--- src/rtl/fetch_unit_pkg.sv ---
// Shared constants for the instruction fetch stage: FSM state codes and opcode field geometry.
package fetch_unit_pkg;
  localparam logic [0:0] FETCH_IDLE = 1'b0;
  localparam logic [0:0] FETCH_READ = 1'b1;
  localparam int         OPC_W      = 5;
endpackage

--- src/rtl/fetch_unit_pc_counter.sv ---
// Program counter for the fetch stage: jump load, post-fetch increment with wrap,
// and a pending-jump register for jumps requested while a read is in flight.
module fetch_unit_pc_counter #(
  parameter int                ADDR_W   = 8,
  parameter logic [ADDR_W-1:0] RESET_PC = '0
) (
  input  logic              clk,
  input  logic              rst_n,
  input  logic              idle_jump_i,  // direct PC load, only while idle
  input  logic              read_jump_i,  // jump requested during a read: deferred
  input  logic              adv_i,        // read completed: move to next PC
  input  logic              abort_i,      // read abandoned: drop any deferred jump
  input  logic [ADDR_W-1:0] jump_addr_i,
  output logic [ADDR_W-1:0] pc_o
);
  logic [ADDR_W-1:0] pc_q, pc_d, tgt_q, tgt_d;
  logic              pend_q, pend_d;

  // Next PC: a jump arriving with the ack is the newest target, so it beats the latched one.
  always_comb begin
    pc_d   = pc_q;
    tgt_d  = tgt_q;
    pend_d = pend_q;
    if (idle_jump_i) pc_d = jump_addr_i;
    if (read_jump_i) begin
      pend_d = 1'b1;
      tgt_d  = jump_addr_i;
    end
    if (adv_i) begin
      if (read_jump_i)  pc_d = jump_addr_i;
      else if (pend_q)  pc_d = tgt_q;
      else              pc_d = pc_q + 1'b1;
      pend_d = 1'b0;
    end
    if (abort_i) pend_d = 1'b0;
  end

  // PC, target and pending flag registers.
  always_ff @(posedge clk) begin
    if (!rst_n) begin
      pc_q   <= RESET_PC;
      tgt_q  <= '0;
      pend_q <= 1'b0;
    end else begin
      pc_q   <= pc_d;
      tgt_q  <= tgt_d;
      pend_q <= pend_d;
    end
  end

  assign pc_o = pc_q;
endmodule

--- src/rtl/fetch_unit.sv ---
// Instruction fetch stage: IDLE/READ handshake with instruction memory, IR capture,
// opcode export to ctrl_unit. Optional ack-timeout behind FETCH_TIMEOUT_EN.
module fetch_unit
  import fetch_unit_pkg::*;
#(
  parameter int                ADDR_W   = 8,
  parameter int                INSTR_W  = 16,
  parameter logic [ADDR_W-1:0] RESET_PC = '0,
  parameter int                TIMEOUT  = 15
) (
  input  logic               clk,
  input  logic               rst_n,
  input  logic               fetch_req,
  input  logic               jump_en,
  input  logic [ADDR_W-1:0]  jump_addr,
  output logic [ADDR_W-1:0]  imem_addr,
  output logic               imem_rd,
  input  logic [INSTR_W-1:0] imem_data,
  input  logic               imem_ack,
  output logic [INSTR_W-1:0] ir,
  output logic [OPC_W-1:0]   opcode,
  output logic [ADDR_W-1:0]  pc,
  output logic               ir_valid,
  output logic               busy,
  output logic               fetch_fault
);
  logic [0:0]         state_q, state_d;
  logic [INSTR_W-1:0] ir_q, ir_d;
  logic               ir_valid_q;
  logic               in_read, ack_rd, tmo;

  assign in_read = (state_q == FETCH_READ);
  assign ack_rd  = in_read && imem_ack;

`ifdef FETCH_TIMEOUT_EN
  localparam int CW = $clog2(TIMEOUT + 1);
  logic [CW-1:0] cnt_q;
  logic          fault_q;

  // Ack has priority: timeout only fires on the TIMEOUT-th read cycle with no ack.
  assign tmo = in_read && !imem_ack && (cnt_q == CW'(TIMEOUT - 1));

  // Wait counter held at zero while idle so every read starts counting afresh; sticky fault.
  always_ff @(posedge clk) begin
    if (!rst_n) begin
      cnt_q   <= '0;
      fault_q <= 1'b0;
    end else begin
      if (!in_read || ack_rd || tmo) cnt_q <= '0;
      else                           cnt_q <= cnt_q + 1'b1;
      if (tmo) fault_q <= 1'b1;
    end
  end
  assign fetch_fault = fault_q;
`else
  logic unused_tmo;
  assign unused_tmo  = ^TIMEOUT;
  assign tmo         = 1'b0;
  assign fetch_fault = 1'b0;
`endif

  // FSM and IR next state: a read ends on ack (load data) or timeout (clear IR).
  always_comb begin
    state_d = state_q;
    ir_d    = ir_q;
    if (!in_read) begin
      if (fetch_req) state_d = FETCH_READ;
    end else if (ack_rd) begin
      ir_d    = imem_data;
      state_d = FETCH_IDLE;
    end else if (tmo) begin
      ir_d    = '0;
      state_d = FETCH_IDLE;
    end
  end

  // State, IR and the ir_valid pulse that accompanies each IR update.
  always_ff @(posedge clk) begin
    if (!rst_n) begin
      state_q    <= FETCH_IDLE;
      ir_q       <= '0;
      ir_valid_q <= 1'b0;
    end else begin
      state_q    <= state_d;
      ir_q       <= ir_d;
      ir_valid_q <= ack_rd || tmo;
    end
  end

  fetch_unit_pc_counter #(
    .ADDR_W   (ADDR_W),
    .RESET_PC (RESET_PC)
  ) u_pc (
    .clk         (clk),
    .rst_n       (rst_n),
    .idle_jump_i (!in_read && jump_en),
    .read_jump_i (in_read && jump_en),
    .adv_i       (ack_rd),
    .abort_i     (tmo),
    .jump_addr_i (jump_addr),
    .pc_o        (pc)
  );

  assign imem_addr = pc;
  assign imem_rd   = in_read;
  assign busy      = in_read;
  assign ir        = ir_q;
  assign opcode    = ir_q[INSTR_W-1 -: OPC_W];
  assign ir_valid  = ir_valid_q;
endmodule

--- config.mk ---
export PLATFORM = sky130hd
export DESIGN_NAME = fetch_unit
export DESIGN_NICKNAME = d
export VERILOG_FILES = /design/src/rtl/fetch_unit_pkg.sv /design/src/rtl/fetch_unit_pc_counter.sv /design/src/rtl/fetch_unit.sv
export SDC_FILE = /design/constraint.sdc
export NUM_CORES = 1
export LEC_CHECK = 0
export CAP_MARGIN = 20
export CORE_MARGIN = 1.5
export CORE_UTILIZATION = 25
export CTS_CLUSTER_DIAMETER = 40
export CTS_CLUSTER_SIZE = 25
export DETAILED_ROUTE_END_ITERATION = 6
export SETUP_SLACK_MARGIN = 0.02
export SLEW_MARGIN = 20
export SYNTH_ARGS = -nofsm -noshare
export SYNTH_HDL_FRONTEND = slang
export SYNTH_SLANG_ARGS = --single-unit
--- constraint.sdc ---
create_clock -name clk -period 2 [get_ports clk]
set_input_delay 0.3 -clock clk [delete_from_list [all_inputs] [get_ports clk]]
set_output_delay 0.3 -clock clk [all_outputs]
set_load 0.005 [all_outputs]
==> flow_summary_export.csv, run 1 <==
group,metric,value,unit
timing,fmax,568,MHz
routing,vias_per_cell,4.80,
timing,rsz0062_at_grt,"false",
yosys,ys_seq_elements,35,
finish,n_fill_cell,655,
finish,nNetsFinal,257,
worst_setup_path,cp.required,1.70,ns
cts,clock_latency,0.28,ns
global_routing,antenna_found_initial,0,
yosys,synth_cell_types,37,
cts,clock_sinks,35,
timing,setup_tns,0,ns
yosys,synth_edf_count,0,
run,cap_violations,0,
routing,dr.first_iter.drc_count,89,
worst_setup_path,crit_path_end_kind,"output pin",
timing,fin_worst_skew,0.00500,ns
worst_setup_path,critPathMaxStageDelay,0.59,ns
status,outcome,"completed",
timing,period_needed,1.76,ns
finish,multiInputGateArea,728,um^2
worst_setup_path,path_class,"reg -> out",
global_routing,grt_pass1_wl,6.72,mm
global_routing,grt_max_degree,19,
yosys,synth.most_common_cell,"dfxtp_1",
timing,final_hold_viol_count,0,
finish,regArea,701,um^2
routing,antenna_left,0,
cts,cts_resized,0,
power,vdd_ir_drop_max,0.000377,V
global_routing,grt_pass1_vias,1430,
cts,post-cts-setup-buffer-count,0,
yosys,synth_warnings,0,
worst_setup_path,worstPathArrival,1.46,ns
power,p_leak,0.828,nW
global_routing,grt-ovfl-total,0,
die,die_h,83.4,um
placed_design,dp_hpwl,2.88,mm
yosys,avgSynthCellArea,9.44,um^2
cts,cts.path.max_buffers,2,
finish,drive_above_1_share,0.0658,
worst_setup_path,crit_fanout,11,
die,io_pins,70,
routing,remaining_drc_errors,0,
yosys,async_reset_ff_frac,0,
timing,maxSlewHeadroom,0.620,
timing,tightest_slew,0.570,ns
power,p_per_area,668,nW/um^2
worst_setup_path,crit_chain,"clkdlybuf4s50_1",
yosys,syn-num-nets,201,
finish,areaGrowthSynthToFinish,45.0,%
timing,fin_crit_sh,0.880,
cts,root_buffer,"clkbuf_8",
yosys,synth_top_area_frac,0.434,
die,coreArea,6280,um^2
cts,path_clk_slew,0.07,ns
worst_setup_path,cp_slowest_cell,"dfxtp_1",
routing,wire_per_inst,13.4,um
worst_setup_path,worst-path-buf-inv,1,
timing,holdWs,0.462,ns
yosys,synthFlopType,"dfxtp_1",
power,fin_total_pwr,1.56,mW
routing,via_count,1465,
worst_setup_path,startpoint_type,"register",
placed_design,place.port_buffers,68,
yosys,netlist_area,1610,um^2
routing,first_pass_iters,4,
cts,cts_inserted_buffers,5,
timing,slew_viol_final,0,
yosys,synth-seq-area-share,0.434,
die,initial_core_util,0.257,
die,die_area,6950,um^2
die,die_w,83.4,um
worst_setup_path,cpLargestDelayFamily,"flip-flops",
placed_design,place_congestion,0.833,
min_path,hp-class,"reg -> reg",
cts,cts_hold_buf,0,
yosys,synth_area_leader_cell,"dfxtp_1",
yosys,netlist_top_cells_count,"dfxtp_1 (35), buf_4 (17), a22o_1 (16)",
yosys,ys_top_cells_by_area,"dfxtp_1 (43%), a22o_1 (8.7%), buf_4 (7.9%)",
routing,drt_wl_total,4.09,mm
cts,cts.htree.levels,2,
timing,setup_viol,0,
die,num_rows,29,
global_routing,grt_use_total,0.120,
cts,cts_tree,"built",
yosys,synth_cells,171,
finish,antennaDiodeCount,0,
layer usage:
layer / track usage / share of wire / routed length (um) / up-vias
met4: 0.0576 / 0.017 / 70 / 0
met1: 0.153 / 0.46 / 1870 / 672
met3: 0.0537 / 0.10 / 418 / 7
met2: 0.172 / 0.42 / 1730 / 68
li1: - / - / - / 718
met5: 0 / 0 / 0 / -
logic make-up (layout without fill, tap and decap cells):
| group | Yosys count | in the layout | share of synthesized area |
|---|---|---|---|
| AND/OR/NAND/NOR | 46 | 46 | 0.147 |
| multiplexers | 3 | 3 | 0.0217 |
| adder cells (fa/ha/maj) | 1 | 1 | 0.00775 |
| flip-flops | 35 | 35 | 0.434 |
| XOR/XNOR | 3 | 3 | 0.0163 |
| buffers and inverters | 27 | 84 | 0.115 |
| other | 1 | 1 | 0.00232 |
| AO/OA/AOI/OAI | 55 | 55 | 0.257 |
metrics by stage:
stage	cell area, um^2	worst slack (ns)	util	instances
2_1_floorplan	1610	0.695	-	171
3_3_place_gp	2260	0.240	0.360	297
6_report	2340	0.240	0.373	305
4_1_cts	2340	0.231	0.373	305
5_1_grt	2340	0.169	0.373	305
3_5_place_dp	2260	0.211	0.360	297
power by group:
group / switching (mW) / leakage (nW) / internal, mW
clock: 0.250 / 0.0422 / 0.244
sequential: 0.0484 / 0.286 / 0.734
combinational: 0.103 / 0.500 / 0.184
total: 0.401 / 0.828 / 1.16
cell type report:
class / instances / share of cell area
clock buffer: 7 / 0.0326
clock inverter: 1 / 0.00214
inverter: 2 / 0.00321
multi-input combinational: 109 / 0.311
sequential: 35 / 0.299
tap: 77 / 0.0412
timing repair buffer: 74 / 0.310
final timing paths:
kind	cells after the start	slack [ns]	end	start
setup / recovery	1	0.24	imem_rd	busy$_SDFF_PN0_
hold / removal	2	0.46	u_pc.tgt_q[4]$_SDFFE_PN0P_	u_pc.tgt_q[4]$_SDFFE_PN0P_
setup reg to reg	5	0.48	u_pc.pc_o[2]$_SDFFE_PN0P_	u_pc.pc_o[0]$_SDFFE_PN0P_
hold reg to reg	2	0.46	u_pc.tgt_q[4]$_SDFFE_PN0P_	u_pc.tgt_q[4]$_SDFFE_PN0P_
layout by cell type, fill, tap and decap left out, types with 2 or more instances in the layout:
master / n
a21oi_1: 8
dfxtp_1: 35
o21a_1: 2
a22o_1: 16
buf_4: 6
clkdlybuf4s50_1: 68
clkbuf_1: 2
xnor2_1: 3
nand2_1: 15
nor3_1: 2
a21boi_0: 10
o21ai_0: 7
nand3_1: 13
clkbuf_8: 5
nand2b_1: 5
nor2_1: 2
o211ai_1: 3
inv_1: 2
mux2i_1: 2
and3_1: 3
nand4_1: 2
registers in the layout, summed over array words and instances, names as in the netlist:
register,count
u_pc.pc_o,8
busy,1
u_pc.pend_q,1
ir,16
ir_valid,1
u_pc.tgt_q,8
Note: power is estimated with default switching activity, not from simulation.
==> inputs of run 2 (changes only) <==
Settings changed: CORE_UTILIZATION 25 to 40, PLACE_DENSITY set to 0.77.
==> flow_summary_export.csv, run 2 (synthesis gave the netlist of run 1 again) <==
group,metric,value,unit
status,outcome,"completed",
min_path,hold_path_end,"u_pc.tgt_q[6]$_SDFFE_PN0P_",
worst_setup_path,crit_path_end_kind,"output pin",
die,die_w,66.5,um
routing,vias_per_cell,5.25,
routing,remaining_drc_errors,0,
global_routing,grt_max_degree,19,
cts,clock_sinks,35,
cts,cts_tree,"built",
finish,layout_commonest_cell,"clkdlybuf4s50_1",
die,num_rows,22,
min_path,hp-class,"reg -> reg",
routing,drt_wl_total,3.70,mm
placed_design,place.port_buffers,68,
routing,wire_per_inst,13.4,um
finish,antennaDiodeCount,0,
finish,drive_above_1_share,0.0705,
worst_setup_path,crit_fanout,12,
die,io_pins,70,
worst_setup_path,path_class,"reg -> out",
timing,rsz0062_at_grt,"false",
cts,cts_inserted_buffers,5,
placed_design,place_area,2210,um^2
placed_design,dp_cells,267,
cts,root_buffer,"clkbuf_8",
global_routing,antenna_found_initial,0,
cts,post-cts-setup-buffer-count,0,
timing,final_hold_viol_count,0,
worst_setup_path,worst-path-buf-inv,1,
routing,antenna_left,0,
placed_design,dpl_worst_slack,0.243,ns
cts,clock_latency,0.29,ns
finish,areaGrowthSynthToFinish,42.7,%
worst_setup_path,cp_slowest_cell,"dfxtp_1",
timing,period_needed,1.82,ns
worst_setup_path,reg2reg_slack,0.45,ns
finish,final_cell_mix,"clkdlybuf4s50_1 (68), dfxtp_1 (35), a22o_1 (16), nand2_1 (15), nand3_1 (13)",
cts,cts.path.max_buffers,2,
finish,finalInstanceArea,2300,um^2
timing,fin_crit_sh,0.912,
cts,path_clk_slew,0.07,ns
power,p_leak,0.821,nW
timing,fin_worst_skew,0.00356,ns
finish,nNetsFinal,256,
global_routing,grt_pass1_wl,6.03,mm
power,vdd_ir_drop_max,0.000454,V
min_path,hp-start,"u_pc.tgt_q[6]$_SDFFE_PN0P_",
timing,tightest_slew,0.562,ns
timing,worst_slack,0.175,ns
run,cap_violations,0,
worst_setup_path,cpLargestDelayFamily,"flip-flops",
worst_setup_path,rr_worst_depth,4,
worst_setup_path,worstPathArrival,1.52,ns
min_path,whs_path_depth,2,
placed_design,place_congestion,0.913,
routing,dr.first_iter.drc_count,67,
worst_setup_path,startpoint_type,"register",
routing,via_count,1444,
global_routing,grt_use_total,0.182,
timing,setup_tns,0,ns
worst_setup_path,reg2reg_from,"busy$_SDFF_PN0_",
die,die_h,66.5,um
worst_setup_path,cp.required,1.70,ns
finish,n_fill_cell,329,
placed_design,dp_hpwl,2.56,mm
finish,largest_reg_flops,16,
worst_setup_path,crit_chain,"clkdlybuf4s50_1",
die,die_area,4420,um^2
timing,slew_viol_final,0,
power,p_per_area,681,nW/um^2
die,coreArea,3770,um^2
cts,cts_resized,0,
timing,setup_viol,0,
timing,fmax,548,MHz
cts,cts_hold_buf,0,
worst_setup_path,critPathMaxStageDelay,0.63,ns
worst_setup_path,r2r_end,"u_pc.pc_o[6]$_SDFFE_PN0P_",
routing,first_pass_iters,4,
timing,maxSlewHeadroom,0.625,
die,initial_core_util,0.428,
cts,cts.htree.levels,2,
global_routing,grt_pass1_vias,1278,
global_routing,grt-ovfl-total,0,
finish,stdcell_count,275,
[run 2: worst max path at each step]
stage	start	endpoint	slack [ns]	depth (start not counted)
finish	busy$_SDFF_PN0_	busy	0.18	1
floorplan	u_pc.pc_o[0]$_SDFFE_PN0P_	u_pc.pc_o[2]$_SDFFE_PN0P_	0.69	5
CTS	busy$_SDFF_PN0_	imem_rd	0.14	1
global placement	imem_ack	u_pc.pc_o[5]$_SDFFE_PN0P_	0.26	5
detailed placement	imem_ack	u_pc.pc_o[5]$_SDFFE_PN0P_	0.24	5
global route	busy$_SDFF_PN0_	busy	0.08	1
[run 2: power by group]
part,switching (mW),internal [mW],total [mW]
clock,0.265,0.242,0.507
sequential,0.0470,0.734,0.781
combinational,0.0988,0.183,0.281
total,0.410,1.16,1.57
[run 2: worst min-delay path: stages, from the launching register on]
cell and delay [ns]:
dfxtp_1 0.31, nand2_1 0.04, a21boi_0 0.06
[run 2: per-layer routing]
layer / wire, um / share of wire / GRT usage / up-vias
li1: - / - / - / 714
met1: 1670 / 0.45 / 0.224 / 658
met2: 1620 / 0.44 / 0.279 / 66
met3: 335 / 0.091 / 0.0709 / 6
met4: 70 / 0.019 / 0.0842 / 0
met5: 0 / 0 / 0 / -
[run 2: metrics by stage]
stage / util / hold WS (ns) / power [mW]
floorplan: - / 0.410 / 0.925
global placement: 0.587 / 0.446 / 1.07
detailed placement: 0.587 / 0.454 / 1.08
CTS: 0.611 / 0.465 / 1.59
global route: 0.611 / 0.490 / 1.66
finish: 0.611 / 0.460 / 1.57
[run 2: area by class of cell]
type,instances,area [um^2],share of cell area
clock inverter,3,20.0,0.00869
inverter,2,7.51,0.00326
sequential,35,701,0.304
multi-input combinational,109,728,0.316
clock buffer,5,68.8,0.0299
timing repair buffer,73,718,0.312
tap,48,60.1,0.0261
==> inputs of run 3 (changes only) <==
Settings changed: GPL_TIMING_DRIVEN set to 0.
==> flow_summary_export.csv, run 3 (synthesis gave the netlist of run 1 again) <==
group,metric,value,unit
global_routing,grt-ovfl-total,0,
power,p_per_area,651,nW/um^2
die,coreArea,3770,um^2
cts,path_clk_slew,0.07,ns
cts,clock_latency,0.29,ns
cts,cts_tree,"built",
timing,final_hold_viol_count,0,
worst_setup_path,r2r_end,"u_pc.pc_o[5]$_SDFFE_PN0P_",
timing,setup_tns,0,ns
timing,period_needed,1.72,ns
routing,via_count,1522,
routing,wire_per_inst,12.8,um
worst_setup_path,cp.required,1.70,ns
timing,rsz0062_at_grt,"false",
timing,setup_viol,0,
worst_setup_path,reg2reg_slack,0.36,ns
min_path,hp-start,"u_pc.tgt_q[0]$_SDFFE_PN0P_",
global_routing,antenna_found_initial,0,
cts,cts_inserted_buffers,5,
die,num_rows,22,
timing,fin_crit_sh,0.862,
finish,regArea,701,um^2
finish,multiInputGateArea,728,um^2
die,io_pins,70,
finish,antennaDiodeCount,0,
min_path,whs_path_depth,2,
worst_setup_path,crit_path_end_kind,"output pin",
routing,remaining_drc_errors,0,
global_routing,grt_pass1_vias,1344,
finish,largest_reg_flops,16,
die,initial_core_util,0.428,
routing,dr.first_iter.drc_count,95,
worst_setup_path,crit_fanout,9,
cts,clock_sinks,35,
global_routing,grt_use_total,0.183,
routing,first_pass_iters,4,
die,die_h,66.5,um
routing,antenna_left,0,
finish,areaGrowthSynthToFinish,51.2,%
routing,vias_per_cell,5.16,
global_routing,grt_pass1_wl,6.13,mm
min_path,hp-class,"reg -> reg",
status,outcome,"completed",
run,cap_violations,0,
timing,maxSlewHeadroom,0.488,
power,vdd_ir_drop_max,0.000394,V
timing,slew_viol_final,0,
finish,nNetsFinal,276,
cts,cts.path.max_buffers,2,
placed_design,place.port_buffers,68,
timing,fin_worst_skew,0.00556,ns
worst_setup_path,startpoint_type,"register",
placed_design,dp_hpwl,2.66,mm
cts,post-cts-setup-buffer-count,0,
finish,layout_commonest_cell,"clkdlybuf4s50_1",
power,fin_total_pwr,1.59,mW
finish,drive_above_1_share,0.134,
cts,cts_resized,0,
timing,tightest_slew,0.746,ns
worst_setup_path,reg2reg_from,"busy$_SDFF_PN0_",
placed_design,place_congestion,0.851,
cts,cts_hold_buf,0,
min_path,hold_path_end,"u_pc.tgt_q[0]$_SDFFE_PN0P_",
worst_setup_path,path_class,"reg -> out",
routing,drt_wl_total,3.77,mm
die,die_area,4420,um^2
cts,root_buffer,"clkbuf_8",
global_routing,grt_max_degree,12,
worst_setup_path,worstPathArrival,1.42,ns
die,die_w,66.5,um
cts,cts.htree.levels,2,
timing,fmax,580,MHz
finish,n_fill_cell,340,
power,p_leak,0.920,nW
finish,final_cell_mix,"clkdlybuf4s50_1 (68), dfxtp_1 (35), buf_4 (17), a22o_1 (16), nand2_1 (15)",
worst_setup_path,rr_worst_depth,4,
-- run 3: area by class of cell --
type,instances,share of cell area
multi-input combinational,109,0.298
sequential,35,0.287
timing repair buffer,68,0.279
buffer,25,0.0728
clock buffer,6,0.0297
tap,48,0.0246
clock inverter,2,0.00513
inverter,2,0.00308
-- run 3: worst max-delay path by stage --
stage	startpoint	slack, ns	depth (start not counted)	endpoint
floorplan	u_pc.pc_o[0]$_SDFFE_PN0P_	0.69	5	u_pc.pc_o[2]$_SDFFE_PN0P_
global placement	jump_en	0.07	5	u_pc.pc_o[5]$_SDFFE_PN0P_
detailed placement	jump_en	0.08	5	u_pc.pc_o[5]$_SDFFE_PN0P_
CTS	u_pc.pc_o[0]$_SDFFE_PN0P_	0.26	2	pc[0]
global route	u_pc.pc_o[0]$_SDFFE_PN0P_	0.21	2	pc[0]
finish	u_pc.pc_o[0]$_SDFFE_PN0P_	0.28	2	pc[0]
-- run 3: critical path, cell delays in order (launching register included) --
cell	delay [ns]
dfxtp_1	0.50
buf_4	0.16
clkdlybuf4s50_1	0.48
-- run 3: report_power, final --
group	total, mW	switching [mW]	internal [mW]
Sequential	0.772	0.0386	0.734
Clock	0.495	0.252	0.243
Combinational	0.321	0.113	0.208
Total	1.59	0.403	1.18
-- run 3: stage by stage --
stage,area [um^2],cells,util,setup slack (ns),hold WS (ns)
3_5_place_dp,2350,287,0.624,0.0752,0.457
6_report,2440,295,0.647,0.275,0.464
5_1_grt,2440,295,0.647,0.211,0.498
2_1_floorplan,1610,171,-,0.695,0.410
3_3_place_gp,2350,287,0.624,0.0671,0.448
4_1_cts,2440,295,0.647,0.260,0.466
-- run 3: routing by layer --
metal,part of all wire,GRT usage,wire length (um),vias up
li1,-,-,-,756
met1,0.44,0.214,1660,685
met2,0.45,0.301,1710,79
met3,0.10,0.0743,380,2
met4,0.0064,0.0612,24,0
met5,0,0,0,-
